**src/rtl/stopwatch_ctrl.sv**
```systemverilog
`default_nettype none
// ============================================================================
//  Module   : stopwatch_ctrl
//  Purpose  : Top-level sequencer for the stopwatch time-counter datapath.
//             Conditions the raw start/stop and lap buttons (2-FF sync,
//             debounce, rise detect). Runs the CLEAR/ZERO/RUN/LAP/PAUSE
//             state machine. Generates the gated count tick, counter clear
//             and display hold/load controls.
//  Ports    : CLK       - system clock, rising edge
//             reset     - synchronous active-high reset
//             strtstop  - raw start/stop button (async, active high)
//             lap       - raw lap/clear button (async, active high)
//             clken     - one-cycle count-enable pulse to the time counter
//             rst       - synchronous clear to the time counter
//             hold      - 1 = display register frozen
//             lap_load  - one-cycle pulse, display captures current count
//             running   - 1 while counting (RUN or LAP)
//  Revision : 1.0 - initial release
// ============================================================================
module stopwatch_ctrl #(
    parameter int unsigned TICK_DIV   = 500000,
    parameter int unsigned DEB_CYCLES = 4
) (
    input  logic CLK,
    input  logic reset,
    input  logic strtstop,
    input  logic lap,
    output logic clken,
    output logic rst,
    output logic hold,
    output logic lap_load,
    output logic running
);

    localparam int unsigned     c_PW      = $clog2(TICK_DIV);
    localparam int unsigned     c_DW      = $clog2(DEB_CYCLES + 1);
    localparam logic [c_PW-1:0] c_PRE_MAX = c_PW'(TICK_DIV - 1);
    localparam logic [c_DW-1:0] c_DEB_MAX = c_DW'(DEB_CYCLES);

    typedef enum logic [2:0] {
        S_CLEAR = 3'd0,
        S_ZERO  = 3'd1,
        S_RUN   = 3'd2,
        S_LAP   = 3'd3,
        S_PAUSE = 3'd4
    } state_t;

    // ------------------------------------------------------------------
    // Button conditioning: index 0 = start/stop, index 1 = lap
    // ------------------------------------------------------------------
    logic [1:0] w_btn_raw;
    logic [1:0] w_press;

    assign w_btn_raw = {lap, strtstop};

    genvar gi;
    generate
        for (gi = 0; gi < 2; gi++) begin : g_btn
            logic            r_meta_q;
            logic            r_sync_q;
            logic            r_level_q;
            logic            r_level_prev_q;
            logic            r_press_q;
            logic [c_DW-1:0] r_cnt_q;

            always_ff @(posedge CLK) begin
                if (reset) begin
                    r_meta_q       <= 1'b0;
                    r_sync_q       <= 1'b0;
                    r_level_q      <= 1'b0;
                    r_level_prev_q <= 1'b0;
                    r_press_q      <= 1'b0;
                    r_cnt_q        <= '0;
                end else begin
                    r_meta_q       <= w_btn_raw[gi];
                    r_sync_q       <= r_meta_q;
                    r_level_prev_q <= r_level_q;
                    r_press_q      <= r_level_q & ~r_level_prev_q;
                    // The counter tracks how many samples in a row have
                    // disagreed with the debounced level; the level only
                    // follows once the disagreement outlasts DEB_CYCLES
                    // samples, so shorter glitches are discarded.
                    if (r_sync_q == r_level_q) begin
                        r_cnt_q <= '0;
                    end else if (r_cnt_q == c_DEB_MAX) begin
                        r_cnt_q   <= '0;
                        r_level_q <= r_sync_q;
                    end else begin
                        r_cnt_q <= r_cnt_q + 1'b1;
                    end
                end
            end

            assign w_press[gi] = r_press_q;
        end
    endgenerate

    logic w_start;
    logic w_lap;

    assign w_start = w_press[0];
    assign w_lap   = w_press[1];

    // ------------------------------------------------------------------
    // State machine
    // ------------------------------------------------------------------
    state_t r_state_q;
    state_t w_state_d;
    logic   w_lap_load_d;

    always_comb begin
        w_state_d    = r_state_q;
        w_lap_load_d = 1'b0;
        case (r_state_q)
            S_CLEAR: w_state_d = S_ZERO;
            S_ZERO: begin
                if (w_start) w_state_d = S_RUN;
            end
            // Start always wins over a lap press in the same cycle.
            S_RUN: begin
                if (w_start) begin
                    w_state_d = S_PAUSE;
                end else if (w_lap) begin
                    w_state_d    = S_LAP;
                    w_lap_load_d = 1'b1;
                end
            end
            S_LAP: begin
                if (w_start) begin
                    w_state_d = S_PAUSE;
                end else if (w_lap) begin
                    w_lap_load_d = 1'b1;
                end
            end
            S_PAUSE: begin
                if (w_start) begin
                    w_state_d = S_RUN;
                end else if (w_lap) begin
                    w_state_d = S_CLEAR;
                end
            end
            default: w_state_d = S_CLEAR;
        endcase
    end

    // ------------------------------------------------------------------
    // Prescaler: advances on the current state so that a wrap on the
    // edge leaving RUN/LAP still produces its tick; held in PAUSE to
    // keep the fractional tick across a pause/resume.
    // ------------------------------------------------------------------
    logic [c_PW-1:0] r_pre_q;
    logic [c_PW-1:0] w_pre_d;
    logic            w_counting;
    logic            w_wrap;

    assign w_counting = (r_state_q == S_RUN) || (r_state_q == S_LAP);
    assign w_wrap     = w_counting && (r_pre_q == c_PRE_MAX);

    always_comb begin
        w_pre_d = r_pre_q;
        if (w_counting) begin
            w_pre_d = w_wrap ? '0 : r_pre_q + 1'b1;
        end else if (r_state_q != S_PAUSE) begin
            w_pre_d = '0;
        end
    end

    // ------------------------------------------------------------------
    // Registers; outputs decoded from next state so they move together
    // with the state register.
    // ------------------------------------------------------------------
    logic r_clken_q;
    logic r_rst_q;
    logic r_hold_q;
    logic r_lap_load_q;
    logic r_running_q;

    always_ff @(posedge CLK) begin
        if (reset) begin
            r_state_q    <= S_CLEAR;
            r_pre_q      <= '0;
            r_clken_q    <= 1'b0;
            r_rst_q      <= 1'b1;
            r_hold_q     <= 1'b0;
            r_lap_load_q <= 1'b0;
            r_running_q  <= 1'b0;
        end else begin
            r_state_q    <= w_state_d;
            r_pre_q      <= w_pre_d;
            r_clken_q    <= w_wrap;
            r_rst_q      <= (w_state_d == S_CLEAR);
            r_hold_q     <= (w_state_d == S_LAP);
            r_lap_load_q <= w_lap_load_d;
            r_running_q  <= (w_state_d == S_RUN) || (w_state_d == S_LAP);
        end
    end

    assign clken    = r_clken_q;
    assign rst      = r_rst_q;
    assign hold     = r_hold_q;
    assign lap_load = r_lap_load_q;
    assign running  = r_running_q;

endmodule
`default_nettype wire
```
**config.mk**
```make
export PLATFORM = sky130hd
export DESIGN_NAME = stopwatch_ctrl
export DESIGN_NICKNAME = d
export VERILOG_FILES = /design/src/rtl/stopwatch_ctrl.sv
export SDC_FILE = /design/constraint.sdc
export NUM_CORES = 1
export LEC_CHECK = 0
export ABC_AREA = 1
export CAP_MARGIN = 20
export CORE_AREA = 5 5 70 72
export DETAILED_ROUTE_END_ITERATION = 12
export DIE_AREA = 0 0 75 77
export MAX_ROUTING_LAYER = met4
export PLACE_DENSITY = 0.71
export SYNTH_ARGS = -nofsm -noshare
export SYNTH_HDL_FRONTEND = slang
export SYNTH_SLANG_ARGS = --single-unit
```
**constraint.sdc**
```tcl
create_clock -name CLK -period 1.92 [get_ports CLK]
set_input_delay 0.192 -clock CLK [delete_from_list [all_inputs] [get_ports CLK]]
set_output_delay 0.192 -clock CLK [all_outputs]
set_load 0.01 [all_outputs]
```
==> impl_metrics.json, run 1 <==
{
  "cts_resized": 0,
  "rsz0062_at_grt": "no",
  "ir_drop_uv": 511,
  "remaining_drc_errors": 0,
  "path_clk_slew_ns": 0.08,
  "power_density_mw_per_mm2": 708,
  "clock_skew_ns": 0.00437,
  "slew-limit-headroom_pct": 74.5,
  "drt-total-wl_mm": 3.71,
  "wl_per_cell_um": 10.7,
  "fin_crit_sh_pct": 80.0,
  "crit_chain": "ha_1 > nand2_2 > nor2_4 > nand3_2 > nand2_1 > nand2_2 > nand2_1 > nor2_1",
  "final_core_util_pct": 54.0,
  "antennaDiodeCount": 0,
  "switching_share_pct": 19.9,
  "cts_buffers": 5,
  "cp_num_cells": 8,
  "p_int_mw": 1.30,
  "crit_path_start_kind": "flip-flop",
  "cts_setup_buffers": 0,
  "cts_tree": "yes",
  "fp.dieH_um": 77,
  "p_clk_share_pct": 41.9,
  "setup_violations": 0,
  "synth_top_area_share_pct": 42.2,
  "critPathBufInv": 0,
  "p_seq_share_pct": 55.8,
  "gp_congestion": 0.885,
  "async_reset_ff_share_pct": 0,
  "viasPerCell": 4.71,
  "yosys.area.top_type": "dfxtp_1",
  "final_nets": 304,
  "cts.sinks": 43,
  "start_util_pct": 48.1,
  "mappedNetlistArea_sq_mm": 0.00204,
  "syn_nets": 290,
  "synth_commonest_cells": "nor2_1, nand2_1, dfxtp_1",
  "postSynthCellCount": 281,
  "ant_nets": 0,
  "ys_types": 29,
  "slowest_delay_ns": 0.37,
  "yosysWarnings": 0,
  "fin_setup_tns_ns": 0,
  "insertion_delay_ns": 0.29,
  "yosysSeqAreaShare_pct": 42.2,
  "p_sw_mw": 0.322,
  "hold_viol": 0,
  "cp-endpoint": "r_pre_q[15]$_SDFFE_PP0P_",
  "cp.arrival_ns": 1.72,
  "via_count": 1636,
  "critPathMaxFanout": 7,
  "crit_required_ns": 2.11,
  "p_leak_nw": 0.943,
  "combPwrFrac_pct": 2.3,
  "std_cell_rows": 24,
  "drv_cap": 0,
  "finalCriticalPeriod_ns": 1.54,
  "outcome": "completed",
  "antenna_found_initial": 0,
  "cp_slowest_cell": "dfxtp_1",
  "yosysMostFrequentCell": "nor2_1",
  "grt_util_all_layers_pct": 15.3,
  "cts_htree_levels": 2,
  "dieWidth_um": 75,
  "path_class": "flip-flop to flip-flop",
  "worstMarginPinSlew_ns": 0.380,
  "rrSetupSlack_ns": 0.38,
  "timing.fmax_mhz": 651,
  "layout-area-overhead-vs-synth_pct": 12.2,
  "place.port_buffers": 8,
  "core_sq_mm": 0.00423,
  "gr-total-overflow": 0,
  "hpwl_mm": 2.88,
  "cts_root_buf": "clkbuf_8",
  "grt_max_degree": 14,
  "synth_seq_cells": 43,
  "r2r_cells": 8,
  "grt_pass1_wl_mm": 6.80,
  "drtIter0Drc": 116,
  "cpLargestDelayFamily": "simple AND/OR/NAND/NOR gates",
  "dr.pass1.iters": 4,
  "layout-drive-gt1-share_pct": 11.2,
  "die_area_sq_mm": 0.00578,
  "endpoint_kind": "flip-flop",
  "startpoint": "r_pre_q[0]$_SDFFE_PP0P_",
  "r2r-end": "r_pre_q[15]$_SDFFE_PP0P_",
  "synth_flop_cell": "dfxtp_1",
  "drv_slew": 0,
  "worstReg2RegStart": "r_pre_q[0]$_SDFFE_PP0P_",
  "hp-class": "flip-flop to flip-flop",
  "synth_enable_flop_cells": 0,
  "hold_buffers": 0,
  "grt_pass1_vias": 1609,
  "n_fill_cell": 410,
  "synth_area_leaders": "dfxtp_1, nor2_1, nand2_1, inv_1, nand3_1",
  "cts.path.max_buffers": 2,
  "ioPinCount": 9,
  "avgSynthCellArea_sq_um": 7.25
}
[per-stage QoR]
step,instances,area (sq um),power (mW),hold slack (ns),setup WS (ns)
4_1_cts,347,2290,1.64,0.401,0.389
6_report,347,2290,1.62,0.403,0.384
5_1_grt,347,2290,1.70,0.410,0.244
3_3_place_gp,340,2180,0.962,0.379,0.379
2_1_floorplan,281,2040,0.945,0.269,0.580
3_5_place_dp,340,2180,0.963,0.389,0.344
[worst min path at each step]
stage / from / to / slack (ns) / cells past startpoint
after floorplan: reset / g_btn[1].r_press_q$_SDFF_PP0_ / 0.27 / 1
after global placement: g_btn[0].r_level_prev_q$_SDFF_PP0_ / g_btn[0].r_press_q$_SDFF_PP0_ / 0.38 / 1
after detailed placement: g_btn[0].r_level_prev_q$_SDFF_PP0_ / g_btn[0].r_press_q$_SDFF_PP0_ / 0.39 / 1
after CTS: g_btn[0].r_level_prev_q$_SDFF_PP0_ / g_btn[0].r_press_q$_SDFF_PP0_ / 0.40 / 1
after global routing: g_btn[0].r_level_prev_q$_SDFF_PP0_ / g_btn[0].r_press_q$_SDFF_PP0_ / 0.41 / 1
final: g_btn[0].r_level_prev_q$_SDFF_PP0_ / g_btn[0].r_press_q$_SDFF_PP0_ / 0.40 / 1
[layer usage]
layer | vias up | global-route usage (%) | part of all wire, %
met3 | 6 | 5.75 | 4.2
met1 | 716 | 17.9 | 48
met4 | 0 | 3.91 | 1.1
li1 | 891 | - | -
met5 | - | - | 0
met2 | 23 | 24.3 | 47
[cells by family after synthesis]
logic type	Yosys count	synth area share, %
adders and majority gates	5	3.07
DFF	43	42.2
buffers and inverters	52	9.82
and+or+nand+nor	150	34.4
AOI/OAI and AO/OA	22	6.63
xor gates and xnor gates	9	3.87
[sequential cells by signal, indices dropped and copies added (netlist names)]
name                  cells
running                   1
g_btn.r_level_q           2
g_btn.r_sync_q            2
r_pre_q                  19
hold                      1
g_btn.r_meta_q            2
rst                       1
g_btn.r_cnt_q             6
g_btn.r_level_prev_q      2
lap_load                  1
g_btn.r_press_q           2
clken                     1
r_state_q                 3
[final cells by class]
| cell class | count | area (sq um) | area share (%) |
|---|---|---|---|
| multi-input cells | 186 | 977 | 42.7 |
| flip-flops and latches | 43 | 861 | 37.7 |
| inverters | 50 | 189 | 8.26 |
| repair buffers | 9 | 87.6 | 3.83 |
| clock buffers | 5 | 68.8 | 3.01 |
| well taps | 52 | 65.1 | 2.85 |
| clock inverters | 2 | 37.5 | 1.64 |
[power by group through the flow]
stage,Combinational [mW],Sequential (mW),Clock (mW)
finish,0.0377,0.903,0.677
global route,0.0434,0.905,0.751
CTS,0.0385,0.903,0.698
detailed placement,0.0383,0.924,0
global placement,0.0376,0.924,0
floorplan,0.0204,0.925,0
[worst reg2reg max path: cells and delay by family, from the launching register on]
kind	cells	cell delay [ns]
simple gates	7	0.83
fa+ha+maj	1	0.24
flops	1	0.37
[placed cells by master (no fill, tap or decap), types with 2 or more instances in the layout]
cell	n
clkdlybuf4s50_1	8
nand2_1	47
o21ai_0	6
nor2_1	52
nand4_1	3
nand3_1	24
nor3_1	7
inv_2	6
inv_1	42
ha_1	5
a21oi_1	9
clkbuf_8	5
nor2_4	5
o21ai_1	2
o21bai_1	2
dfxtp_1	43
xor2_1	7
nand2_2	6
nor2_2	2
xnor2_1	2
No activity file was read; power rests on OpenSTA's default activity.
==> run 2: changes to the inputs <==
Clock period 1.92 ns to 1.55 ns, I/O delays scaled along.
==> run 2 against run 1 <==
  * Non-clock buffer count is 6 higher
  * Die area is the same
  * Power rose by 27%
  * Maximum frequency increased by 5.2%
  * Hold slack worse by 0.034 ns
  * Global-route usage is 1.0 points higher
  * First-iteration DRC count down 12%
  * Sequential power grew 24%
  * Register-to-register slack worse by 0.29 ns
  * Setup slack worse by 0.29 ns
  * Clock power grew 31%
  * Sequential share of layout area shrank 1.0 points
==> impl_metrics.json, run 2 (synthesis results as in run 1) <==
{
  "outcome": "completed",
  "ir_drop_uv": 844,
  "hp-class": "input pin to flip-flop",
  "antenna_found_initial": 0,
  "crit_chain": "ha_2 > nand2_2 > nor2_4 > nand4_4 > nor2_4 > nand2_1 > nor2_1 > nor2_1",
  "grt_pass1_wl_mm": 7.27,
  "drt-total-wl_mm": 4.00,
  "cts.sinks": 43,
  "cts_tree": "yes",
  "placed_cells": 345,
  "busiest_layer": "met2",
  "dr.pass1.iters": 6,
  "finalCriticalPeriod_ns": 1.46,
  "via_count": 1715,
  "insertion_delay_ns": 0.29,
  "drv_cap": 0,
  "setup_violations": 0,
  "cp_slowest_cell": "dfxtp_2",
  "place.port_buffers": 8,
  "clock_skew_ns": 0.00701,
  "switching_share_pct": 21.0,
  "wl_per_cell_um": 11.3,
  "rrSetupSlack_ns": 0.09,
  "final_core_util_pct": 55.8,
  "layout-area-overhead-vs-synth_pct": 15.8,
  "cts_htree_levels": 2,
  "path_class": "flip-flop to flip-flop",
  "hpwl_mm": 3.05,
  "postPlaceCellArea_sq_mm": 0.00222,
  "top_register": "r_pre_q",
  "cts_buffers": 5,
  "antennaDiodeCount": 0,
  "p_total_mw": 2.06,
  "dieWidth_um": 75,
  "fp.dieH_um": 77,
  "final_cells": 354,
  "layout-drive-gt1-share_pct": 15.2,
  "start_util_pct": 48.1,
  "crit_path_start_kind": "flip-flop",
  "power_density_mw_per_mm2": 870,
  "worstMarginPinSlew_ns": 0.328,
  "cts.path.max_buffers": 2,
  "drtIter0Drc": 102,
  "combPwrFrac_pct": 2.5,
  "holdWs_ns": 0.369,
  "endpoint_kind": "flip-flop",
  "gp_congestion": 0.907,
  "path_clk_slew_ns": 0.09,
  "met1_usage_pct": 21.2,
  "use_met3_pct": 4.97,
  "fin_crit_sh_pct": 94.2,
  "remaining_drc_errors": 0,
  "fin_ws_ns": 0.0907,
  "ioPinCount": 9,
  "grt_pass1_vias": 1655,
  "stdcell_area_sq_mm": 0.00236,
  "pre_cts_ws_ns": 0.0519,
  "gr-total-overflow": 0,
  "drv_slew": 0,
  "cpLargestDelayFamily": "simple AND/OR/NAND/NOR gates",
  "grt_util_all_layers_pct": 16.3,
  "timing.fmax_mhz": 685,
  "core_sq_mm": 0.00423,
  "p_sw_mw": 0.431,
  "largest_reg_flops": 19,
  "worstReg2RegStart": "r_pre_q[0]$_SDFFE_PP0P_",
  "startpoint": "r_pre_q[0]$_SDFFE_PP0P_",
  "cp.arrival_ns": 1.65,
  "viasPerCell": 4.84,
  "fin_setup_tns_ns": 0,
  "use_met2_pct": 24.5,
  "std_cell_rows": 24,
  "critPathBufInv": 0,
  "slew-limit-headroom_pct": 77.9,
  "p_seq_share_pct": 54.5,
  "grt_max_degree": 16,
  "ant_nets": 0,
  "critPathMaxFanout": 5,
  "top_regs": "r_pre_q: 19 flops, g_btn.r_cnt_q: 6 flops, r_state_q: 3 flops",
  "p_leak_nw": 0.978,
  "final_cell_mix": "nor2_1, nand2_1, inv_1",
  "p_clk_share_pct": 43.1,
  "final_common_cell": "nor2_1",
  "crit_required_ns": 1.74,
  "die_area_sq_mm": 0.00578,
  "final_nets": 310,
  "p_int_mw": 1.62,
  "slowest_delay_ns": 0.36,
  "cts_root_buf": "clkbuf_8",
  "hold_viol": 0,
  "worstHoldStart": "lap"
}
[run 2: metal layers]
metal | up-vias | wire length [um] | share of wire, %
li1 | 903 | - | -
met1 | 793 | 1930 | 48
met2 | 15 | 1960 | 49
met3 | 4 | 83 | 2.1
met4 | 0 | 26 | 0.65
met5 | - | 0 | 0
[run 2: tightest hold or removal path, stage by stage]
cell	delay, ns
clkdlybuf4s50_1	0.40
inv_1	0.05
nor2_1	0.03
[run 2: repair_timing]
action,CTS,global route
gates resized for setup,0,7
endpoints found under the setup margin,0,14
setup buffers,0,1
endpoints found under the hold margin,0,0
hold buffers,0,0
[run 2: final cells by class]
type	instances	area [sq um]
clock buffer	5	68.8
inverter	50	189
fill	403	1870
clock inverter	3	46.3
tap	52	65.1
sequential	43	865
multi-input combinational	186	995
timing repair buffer	15	133
[run 2: power groups by stage]
| stage | Combinational, mW | Clock [mW] | Sequential (mW) |
|---|---|---|---|
| after detailed placement | 0.0513 | 0 | 1.15 |
| after global placement | 0.0503 | 0 | 1.15 |
| final | 0.0504 | 0.885 | 1.12 |
| after global routing | 0.0592 | 0.964 | 1.12 |
| after floorplan | 0.0253 | 0 | 1.15 |
| after CTS | 0.0514 | 0.914 | 1.12 |
[run 2: final timing paths]
kind	to	cells after the start
setup / recovery	r_pre_q[16]$_SDFFE_PP0P_	8
hold / removal	g_btn[1].r_meta_q$_SDFF_PP0_	3
setup reg to reg	r_pre_q[16]$_SDFFE_PP0P_	8
hold reg to reg	g_btn[0].r_press_q$_SDFF_PP0_	1
